### src/rtl/axi4lite_master_bridge_if.sv
// Local request/response bus plus AXI4-Lite master channels for the bridge.
// The master modport is the bridge side; the slave modport is the environment side.
interface axi4lite_master_bridge_if #(
  parameter int ADDR_WIDTH = 5
);
  logic                  req_valid;
  logic                  req_ready;
  logic                  req_write;
  logic [ADDR_WIDTH-1:0] req_addr;
  logic [31:0]           req_wdata;
  logic [3:0]            req_wstrb;
  logic                  rsp_valid;
  logic [31:0]           rsp_rdata;
  logic                  rsp_err;
  logic                  rsp_timeout;

  logic                  awvalid;
  logic                  awready;
  logic [ADDR_WIDTH-1:0] awaddr;
  logic [2:0]            awprot;
  logic                  wvalid;
  logic                  wready;
  logic [31:0]           wdata;
  logic [3:0]            wstrb;
  logic                  bvalid;
  logic                  bready;
  logic [1:0]            bresp;
  logic                  arvalid;
  logic                  arready;
  logic [ADDR_WIDTH-1:0] araddr;
  logic [2:0]            arprot;
  logic                  rvalid;
  logic                  rready;
  logic [31:0]           rdata;
  logic [1:0]            rresp;

  modport master (
    input  req_valid, req_write, req_addr, req_wdata, req_wstrb,
    output req_ready, rsp_valid, rsp_rdata, rsp_err, rsp_timeout,
    output awvalid, awaddr, awprot, wvalid, wdata, wstrb, bready,
    input  awready, wready, bvalid, bresp,
    output arvalid, araddr, arprot, rready,
    input  arready, rvalid, rdata, rresp
  );

  modport slave (
    output req_valid, req_write, req_addr, req_wdata, req_wstrb,
    input  req_ready, rsp_valid, rsp_rdata, rsp_err, rsp_timeout,
    input  awvalid, awaddr, awprot, wvalid, wdata, wstrb, bready,
    output awready, wready, bvalid, bresp,
    input  arvalid, araddr, arprot, rready,
    output arready, rvalid, rdata, rresp
  );
endinterface

### src/rtl/axi4lite_master_bridge.sv
// Single-outstanding local request bus to AXI4-Lite master, with optional
// transaction timeout. Every output is a register.
module axi4lite_master_bridge #(
  parameter int         ADDR_WIDTH = 5,
  parameter int         TIMEOUT    = 255,
  parameter logic [2:0] PROT       = 3'b000
) (
  input logic                      aclk,
  input logic                      areset,
  axi4lite_master_bridge_if.master bus
);
  localparam int CW = (TIMEOUT < 2) ? 1 : $clog2(TIMEOUT);
  localparam logic [CW-1:0] LAST = (TIMEOUT == 0) ? '0 : CW'(TIMEOUT - 1);

  typedef enum logic [1:0] {IDLE, WRITE, READ} state_t;

  state_t                r_state;
  logic [CW-1:0]         r_cnt;
  logic                  r_req_ready, r_rsp_valid, r_rsp_err, r_rsp_timeout;
  logic [31:0]           r_rsp_rdata;
  logic                  r_awvalid, r_wvalid, r_bready, r_arvalid, r_rready;
  logic [ADDR_WIDTH-1:0] r_awaddr, r_araddr;
  logic [31:0]           r_wdata;
  logic [3:0]            r_wstrb;
  logic                  w_hs_b, w_hs_r, w_expire;

  assign w_hs_b   = bus.bvalid & r_bready;
  assign w_hs_r   = bus.rvalid & r_rready;
  // Fires on the cycle the counter would reach TIMEOUT; a B/R handshake in that cycle wins.
  assign w_expire = (TIMEOUT != 0) && (r_cnt == LAST);

  always_ff @(posedge aclk) begin
    if (areset) begin
      r_state       <= IDLE;
      r_cnt         <= '0;
      r_req_ready   <= 1'b1;
      r_rsp_valid   <= 1'b0;
      r_rsp_err     <= 1'b0;
      r_rsp_timeout <= 1'b0;
      r_rsp_rdata   <= '0;
      r_awvalid     <= 1'b0;
      r_wvalid      <= 1'b0;
      r_bready      <= 1'b0;
      r_arvalid     <= 1'b0;
      r_rready      <= 1'b0;
      r_awaddr      <= '0;
      r_araddr      <= '0;
      r_wdata       <= '0;
      r_wstrb       <= '0;
    end else begin
      r_rsp_valid   <= 1'b0;
      r_rsp_err     <= 1'b0;
      r_rsp_timeout <= 1'b0;
      r_rsp_rdata   <= '0;
      case (r_state)
        IDLE: begin
          if (bus.req_valid) begin
            r_req_ready <= 1'b0;
            r_cnt       <= '0;
            if (bus.req_write) begin
              r_state   <= WRITE;
              r_awaddr  <= bus.req_addr;
              r_wdata   <= bus.req_wdata;
              r_wstrb   <= bus.req_wstrb;
              r_awvalid <= 1'b1;
              r_wvalid  <= 1'b1;
              r_bready  <= 1'b1;
            end else begin
              r_state   <= READ;
              r_araddr  <= bus.req_addr;
              r_arvalid <= 1'b1;
              r_rready  <= 1'b1;
            end
          end
        end
        WRITE: begin
          r_cnt <= r_cnt + 1'b1;
          if (r_awvalid && bus.awready) r_awvalid <= 1'b0;
          if (r_wvalid && bus.wready)   r_wvalid  <= 1'b0;
          if (w_hs_b) begin
            r_state     <= IDLE;
            r_req_ready <= 1'b1;
            r_bready    <= 1'b0;
            r_awvalid   <= 1'b0;
            r_wvalid    <= 1'b0;
            r_rsp_valid <= 1'b1;
            r_rsp_err   <= (bus.bresp != 2'b00);
          end else if (w_expire) begin
            r_state       <= IDLE;
            r_req_ready   <= 1'b1;
            r_bready      <= 1'b0;
            r_awvalid     <= 1'b0;
            r_wvalid      <= 1'b0;
            r_rsp_valid   <= 1'b1;
            r_rsp_timeout <= 1'b1;
          end
        end
        READ: begin
          r_cnt <= r_cnt + 1'b1;
          if (r_arvalid && bus.arready) r_arvalid <= 1'b0;
          if (w_hs_r) begin
            r_state     <= IDLE;
            r_req_ready <= 1'b1;
            r_rready    <= 1'b0;
            r_arvalid   <= 1'b0;
            r_rsp_valid <= 1'b1;
            r_rsp_rdata <= bus.rdata;
            r_rsp_err   <= (bus.rresp != 2'b00);
          end else if (w_expire) begin
            r_state       <= IDLE;
            r_req_ready   <= 1'b1;
            r_rready      <= 1'b0;
            r_arvalid     <= 1'b0;
            r_rsp_valid   <= 1'b1;
            r_rsp_timeout <= 1'b1;
          end
        end
        default: r_state <= IDLE;
      endcase
    end
  end

  assign bus.req_ready   = r_req_ready;
  assign bus.rsp_valid   = r_rsp_valid;
  assign bus.rsp_rdata   = r_rsp_rdata;
  assign bus.rsp_err     = r_rsp_err;
  assign bus.rsp_timeout = r_rsp_timeout;
  assign bus.awvalid     = r_awvalid;
  assign bus.awaddr      = r_awaddr;
  assign bus.awprot      = PROT;
  assign bus.wvalid      = r_wvalid;
  assign bus.wdata       = r_wdata;
  assign bus.wstrb       = r_wstrb;
  assign bus.bready      = r_bready;
  assign bus.arvalid     = r_arvalid;
  assign bus.araddr      = r_araddr;
  assign bus.arprot      = PROT;
  assign bus.rready      = r_rready;
endmodule

### src/flat_wrapper.sv
// flat-port wrapper written by rule: the top's interface ports become plain ports
module axi4lite_master_bridge_flat 
#(
  parameter int         ADDR_WIDTH = 5,
  parameter int         TIMEOUT    = 255,
  parameter logic [2:0] PROT       = 3'b000
)
  (aclk, areset, bus_req_valid, bus_req_write, bus_req_addr, bus_req_wdata, bus_req_wstrb, bus_req_ready, bus_rsp_valid, bus_rsp_rdata, bus_rsp_err, bus_rsp_timeout, bus_awvalid, bus_awaddr, bus_awprot, bus_wvalid, bus_wdata, bus_wstrb, bus_bready, bus_awready, bus_wready, bus_bvalid, bus_bresp, bus_arvalid, bus_araddr, bus_arprot, bus_rready, bus_arready, bus_rvalid, bus_rdata, bus_rresp);
  axi4lite_master_bridge_if #(.ADDR_WIDTH(ADDR_WIDTH)) bus_i ();
  input logic aclk;
  input logic areset;
  input wire logic [$bits(bus_i.req_valid)-1:0] bus_req_valid;
  input wire logic [$bits(bus_i.req_write)-1:0] bus_req_write;
  input wire logic [$bits(bus_i.req_addr)-1:0] bus_req_addr;
  input wire logic [$bits(bus_i.req_wdata)-1:0] bus_req_wdata;
  input wire logic [$bits(bus_i.req_wstrb)-1:0] bus_req_wstrb;
  output wire logic [$bits(bus_i.req_ready)-1:0] bus_req_ready;
  output wire logic [$bits(bus_i.rsp_valid)-1:0] bus_rsp_valid;
  output wire logic [$bits(bus_i.rsp_rdata)-1:0] bus_rsp_rdata;
  output wire logic [$bits(bus_i.rsp_err)-1:0] bus_rsp_err;
  output wire logic [$bits(bus_i.rsp_timeout)-1:0] bus_rsp_timeout;
  output wire logic [$bits(bus_i.awvalid)-1:0] bus_awvalid;
  output wire logic [$bits(bus_i.awaddr)-1:0] bus_awaddr;
  output wire logic [$bits(bus_i.awprot)-1:0] bus_awprot;
  output wire logic [$bits(bus_i.wvalid)-1:0] bus_wvalid;
  output wire logic [$bits(bus_i.wdata)-1:0] bus_wdata;
  output wire logic [$bits(bus_i.wstrb)-1:0] bus_wstrb;
  output wire logic [$bits(bus_i.bready)-1:0] bus_bready;
  input wire logic [$bits(bus_i.awready)-1:0] bus_awready;
  input wire logic [$bits(bus_i.wready)-1:0] bus_wready;
  input wire logic [$bits(bus_i.bvalid)-1:0] bus_bvalid;
  input wire logic [$bits(bus_i.bresp)-1:0] bus_bresp;
  output wire logic [$bits(bus_i.arvalid)-1:0] bus_arvalid;
  output wire logic [$bits(bus_i.araddr)-1:0] bus_araddr;
  output wire logic [$bits(bus_i.arprot)-1:0] bus_arprot;
  output wire logic [$bits(bus_i.rready)-1:0] bus_rready;
  input wire logic [$bits(bus_i.arready)-1:0] bus_arready;
  input wire logic [$bits(bus_i.rvalid)-1:0] bus_rvalid;
  input wire logic [$bits(bus_i.rdata)-1:0] bus_rdata;
  input wire logic [$bits(bus_i.rresp)-1:0] bus_rresp;
  assign bus_i.req_valid = bus_req_valid;
  assign bus_i.req_write = bus_req_write;
  assign bus_i.req_addr = bus_req_addr;
  assign bus_i.req_wdata = bus_req_wdata;
  assign bus_i.req_wstrb = bus_req_wstrb;
  assign bus_req_ready = bus_i.req_ready;
  assign bus_rsp_valid = bus_i.rsp_valid;
  assign bus_rsp_rdata = bus_i.rsp_rdata;
  assign bus_rsp_err = bus_i.rsp_err;
  assign bus_rsp_timeout = bus_i.rsp_timeout;
  assign bus_awvalid = bus_i.awvalid;
  assign bus_awaddr = bus_i.awaddr;
  assign bus_awprot = bus_i.awprot;
  assign bus_wvalid = bus_i.wvalid;
  assign bus_wdata = bus_i.wdata;
  assign bus_wstrb = bus_i.wstrb;
  assign bus_bready = bus_i.bready;
  assign bus_i.awready = bus_awready;
  assign bus_i.wready = bus_wready;
  assign bus_i.bvalid = bus_bvalid;
  assign bus_i.bresp = bus_bresp;
  assign bus_arvalid = bus_i.arvalid;
  assign bus_araddr = bus_i.araddr;
  assign bus_arprot = bus_i.arprot;
  assign bus_rready = bus_i.rready;
  assign bus_i.arready = bus_arready;
  assign bus_i.rvalid = bus_rvalid;
  assign bus_i.rdata = bus_rdata;
  assign bus_i.rresp = bus_rresp;
  axi4lite_master_bridge #(.ADDR_WIDTH(ADDR_WIDTH), .TIMEOUT(TIMEOUT), .PROT(PROT)) u_core (.aclk(aclk), .areset(areset), .bus(bus_i));
endmodule
### config.mk
export PLATFORM = sky130hd
export DESIGN_NAME = axi4lite_master_bridge_flat
export DESIGN_NICKNAME = d
export VERILOG_FILES = /design/src/rtl/axi4lite_master_bridge_if.sv /design/src/rtl/axi4lite_master_bridge.sv /design/src/flat_wrapper.sv
export SDC_FILE = /design/constraint.sdc
export NUM_CORES = 1
export LEC_CHECK = 0
export CAP_MARGIN = 40
export CORE_UTILIZATION = 36
export DETAILED_ROUTE_END_ITERATION = 16
export PLACE_DENSITY_LB_ADDON = 0.05
export RECOVER_POWER = 50
export SYNTH_ARGS = -nofsm -noshare
export SYNTH_HDL_FRONTEND = slang
export SYNTH_SLANG_ARGS = --single-unit
### constraint.sdc
create_clock -name aclk -period 1.8 [get_ports aclk]
set_clock_uncertainty 0.2 [all_clocks]
set_input_delay 0.18 -clock aclk [delete_from_list [all_inputs] [get_ports aclk]]
set_output_delay 0.18 -clock aclk [all_outputs]
set_load 0.02 [all_outputs]
# == Yosys cells after proc, flatten, opt, wreduce, memory -nomap -nowiden ==
# Cells that the tools add are included.
# W data, S select, Z words.
# classes
bitwise_logic,5
addsub,1
n_mux,44
n_eq_ne,11
reduce_logical,21
# ops
op,count
$mux W1,27
$reduce_and A4 Y1,5
$pmux W1 S2,8
$pmux W8 S2,1
$ne A4 B1 Y1 const B,3
$mux W2,5
$reduce_bool A2 Y1,5
$add A8 B1 Y8 const B,1
$eq A8 B8 Y1 const B,1
$mux W8,1
$ne A2 B2 Y1 const B,3
$ne A3 B1 Y1 const B,2
$pmux W2 S3,1
$reduce_and A3 Y1,2
$reduce_and A2 Y1,2
$logic_and A1 B1 Y1,3
$not A1 Y1,3
$pmux W1 S3,1
$reduce_bool A3 Y1,1
$reduce_or A3 Y1,1
$and A1 B1 Y1,2
$eq A2 B1 Y1 const B,1
$eq A2 B2 Y1 const B,1
$logic_not A2 Y1,1
$reduce_or A2 Y1,1
# word_totals
in_bits,86
register_bits,97

# == Longest topological paths before layout ==
# Gate-level depths: netlist of the first run.
# logic_depth
ltp_word,5
depth_mapped,8
ltp_nobuf,5

# == Least setup slack after synthesis of the first run ==
# No wires, ideal clock.
# synth_path
path_kind,reg2reg
start,reg u_core.r_state[0]
end,reg u_core.r_cnt[3]
required_ps,1534
path_stages_with_launch,7
arrival_ps,1465
slack_ps,69
path_cell_list,dfxtp_1 -> inv_1 -> ha_1 -> buf_6 -> nor2b_4 -> or4_4 -> a21oi_2
# synth_between
elab_chain_cells,4
# synth_rtl
element,line_no,rtl
start: declaration,axi4lite_master_bridge.sv:17,state_t r_state;
start signal: assignment,axi4lite_master_bridge.sv:34,r_state <= IDLE;
start signal: assignment,axi4lite_master_bridge.sv:61,r_state <= WRITE;
start signal: assignment,axi4lite_master_bridge.sv:69,r_state <= READ;
$eq A2 B1 Y1 / $eq A2 B2 Y1 (equally long branches),axi4lite_master_bridge.sv:55,case (r_state)
$reduce_or A2 Y1 (no line),n/a,
$reduce_bool A2 Y1 (no line),n/a,
$reduce_and A2 Y1 (no line),n/a,
end signal: assignment,axi4lite_master_bridge.sv:77,r_cnt <= r_cnt + 1'b1;
end signal: assignment,axi4lite_master_bridge.sv:99,r_cnt <= r_cnt + 1'b1;
end: declaration,axi4lite_master_bridge.sv:18,logic [CW-1:0] r_cnt;
# Parallel ways exist; a longest one is shown, timed or not.
# A chain may end at the register's enable or synchronous reset.

# == Worst setup path after layout of the first run ==
# layout_path
start,"reg u_core.r_rsp_rdata[5], in the netlist u_core.bus.rsp_rdata[5]"
end,out bus_rsp_rdata[5]
# layout_lines
element,line_no,rtl
start: declaration,axi4lite_master_bridge.sv:20,logic [31:0] r_rsp_rdata;
start signal: assignment,axi4lite_master_bridge.sv:107,r_rsp_rdata <= bus.rdata;
end: declaration,flat_wrapper.sv:19,output wire logic [$bits(bus_i.rsp_rdata)-1:0] bus_rsp_rdata;
# No word-level cell between the ends.

==> impl_metrics.ini, run 1 <==
[final_layout]
fin_nets = 670
utilization = 0.591
multiInputGateArea_um2 = 1530
regArea_um2 = 1940
n_fill_cell = 937
area_growth_pct = 57.8
fin_area_um2 = 5800
antennaDiodeCount = 0
drive_gt1_frac = 0.0823

[setup_path]
worstPathRequired_ns = 1.42
timing.rr.start = u_core.r_state[0]
r2r_end = u_core.r_cnt[7]
rr_worst_depth = 5
crit_family = buffers and inverters
start_kind = flip-flop
critPathCaptureType = primary output
path_class = flip-flop to primary output
crit_fanout = 1
worst_path_max_delay_cell = dlygate4sd3_1
crit_chain = dlygate4sd3_1
rrSetupSlack_ns = 0.09
slowest_delay_ns = 0.69
arrival_ns = 1.36
worst-path-buf-inv = 1

[timing]
timing.hold.ws_ns = 0.165
fin_ws_ns = 0.0623
tns_ns = 0
fmax_mhz = 575
finalSetupViolCount = 0
layout_min_cycle_time_ns = 1.74
final_hold_viol_count = 0
drv_slew = 0
fin_crit_sh = 0.965
rsz0062_at_grt = false

[yosys]
synth_top_area_frac = 0.528
synthTopCellsByArea = dfxtp_1 53%, nand2_1 9.0%, a21oi_1 6.0%, and2_1 5.4%, mux2i_1 2.7%
yosys.area.top_type = dfxtp_1
synth_area_um2 = 3680
synth_seq_cells = 97
synth_common_cells = 97 x dfxtp_1, 88 x nand2_1, 44 x a21oi_1
synthCells = 405
synth_edf_count = 0
synth.avg_cell_area_um2 = 9.08
ys_async_sr_fraction = 0
yosysWarnings = 0
synthDistinctLibCells = 47
synth_ff_type = dfxtp_1
synth.most_common_cell = dfxtp_1
ys_seq_area_frac = 0.528

[clock_network]
cts_buffers = 9
numClockSinks = 97
clk_path_buf_depth = 2
clock_latency_ns = 0.35
cts.reportedPaths.clkPinSlew_ns = 0.09
cts_root_buf = clkbuf_8
tritoncts = done
htreeDepth = 3

[routing]
wl_per_cell_um = 13.5
via_per_inst = 4.61
vias = 3301
drc_errors = 0
first_pass_iters = 4
wirelength_um = 9700
antenna_left = 0
first_iter_violations = 80

[place]
place_area_um2 = 5580
place_hpwl_um = 6930
pre_cts_ws_ns = -0.0684
portBuffers = 172
routabilityCongestion = 0.776

[min_path]
hold_path_end = u_core.bus.wdata[6]
hp-class = primary input to flip-flop
worstHoldPathCells = 3
hp-start = bus_req_wdata[6]

[global_routing]
grt_pass1_wl_um = 14800
grt_pass1_vias = 3112
antenna_found_initial = 0
overflow = 0
grt_usage = 0.180
grt_max_degree = 42

[floorplan]
io_pins = 179
rows = 36
die_x_um = 103
core_region_area_um2 = 9820
start_util = 0.374
die_height_um = 103
dieArea_um2 = 10600

[power_and_ir_drop]
switching_share = 0.249
clkPwrFrac = 0.342
seqPwrFrac = 0.487
pwr-share-comb = 0.171
switching_power_mw = 1.16
p_leak_nw = 2.19
ir_drop_uv = 408
power.density_nw_per_um2 = 806
internal_power_mw = 3.51

[run_status]
status = completed

[run]
cap_violations = 0
==> final cells by class <==
cell class / instances / share of cell area
clock buffer: 11 / 0.0261
timing repair buffer: 189 / 0.324
inverter: 14 / 0.00906
tap: 133 / 0.0287
clock inverter: 5 / 0.0134
multi-input combinational: 267 / 0.264
sequential: 97 / 0.335
==> worst reg2reg max path, stage by stage (launching register included) <==
cell and delay (ns):
dfxtp_1 0.33, clkbuf_4 0.14, ha_2 0.24, buf_4 0.20, nor4_2 0.32, mux2i_1 0.22
==> sequential cells by signal, indices dropped and copies added (netlist names) <==
name,count
u_core.bus.rsp_err,1
u_core.bus.rready,1
u_core.bus.wstrb,4
u_core.bus.rsp_timeout,1
u_core.bus.rsp_valid,1
u_core.bus.arvalid,1
u_core.bus.rsp_rdata,32
u_core.r_cnt,8
u_core.bus.wvalid,1
u_core.bus.wdata,32
u_core.bus.bready,1
u_core.bus.req_ready,1
u_core.bus.araddr,5
u_core.bus.awaddr,5
u_core.bus.awvalid,1
u_core.r_state,2
==> worst max-delay path by stage <==
stage / slack (ns) / to / from / depth (start not counted)
after CTS: 0.008 / u_core.r_cnt[4] / u_core.r_state[1] / 7
after detailed placement: -0.07 / u_core.r_cnt[1] / u_core.r_state[0] / 5
final: 0.06 / bus_rsp_rdata[5] / u_core.bus.rsp_rdata[5] / 1
after global routing: 0.0003 / bus_rready / u_core.bus.rready / 1
after floorplan: 0.07 / u_core.r_cnt[3] / u_core.r_state[0] / 6
after global placement: -0.002 / u_core.r_cnt[0] / u_core.r_state[0] / 5
==> cell families after synthesis <==
logic type               count (synthesis)  synth area share
AND/OR/NAND/NOR                        163             0.225
flip-flops                              97             0.528
AO/OA/AOI/OAI                           82             0.136
buffers and inverters                   46            0.0613
multiplexers                            10            0.0272
adder cells (fa/ha/maj)                  6            0.0204
other                                    1           0.00102
==> per-stage QoR <==
step                      cells  power, mW
after floorplan             410       2.71
after global placement      699       3.11
after detailed placement    699       3.13
after CTS                   716       4.74
after global routing        716       4.90
final                       716       4.67
==> layout by cell type, fill, tap and decap left out, types with 5 or more instances in the layout <==
cell type        count
nor2_1              10
buf_4               10
inv_1               12
nand2_1             88
dlygate4sd3_1       15
dfxtp_1             96
a21oi_1             45
clkbuf_8            11
clkdlybuf4s50_1    155
and2_1              32
nand3_1              7
conb_1               6
o211ai_1             8
mux2i_1             10
o21ai_0              5
==> per-layer routing <==
layer | part of all wire | GRT usage | wire (um) | vias up
met5 | 0 | 0 | 0 | -
met3 | 0.11 | 0.0915 | 1030 | 7
met4 | 0.0075 | 0.0553 | 73 | 0
li1 | - | - | - | 1674
met2 | 0.46 | 0.288 | 4500 | 107
met1 | 0.42 | 0.211 | 4100 | 1513
==> power by group through the flow <==
stage	Sequential, mW	Clock (mW)	Combinational (mW)
floorplan	2.41	0	0.300
global placement	2.32	0	0.794
detailed placement	2.32	0	0.804
CTS	2.27	1.65	0.814
global route	2.29	1.75	0.870
finish	2.28	1.60	0.800
==> what timing repair did <==
| item | in CTS | in global routing |
|---|---|---|
| pin swaps | 1 | 0 |
| endpoints found under the hold margin | 2 | 0 |
| cloned | 0 | 0 |
| endpoints found under the setup margin | 8 | 11 |
| gates resized for setup | 3 | 7 |
| setup buffers | 0 | 0 |
| hold buffers | 1 | 0 |
(Power assumes the default switching activity.)
==> run 2: changes to the inputs <==
Settings changed: TNS_END_PERCENT set to 1.
==> results of run 2 <==
The final DEF is identical to that of run 1; final timing and power are the same.
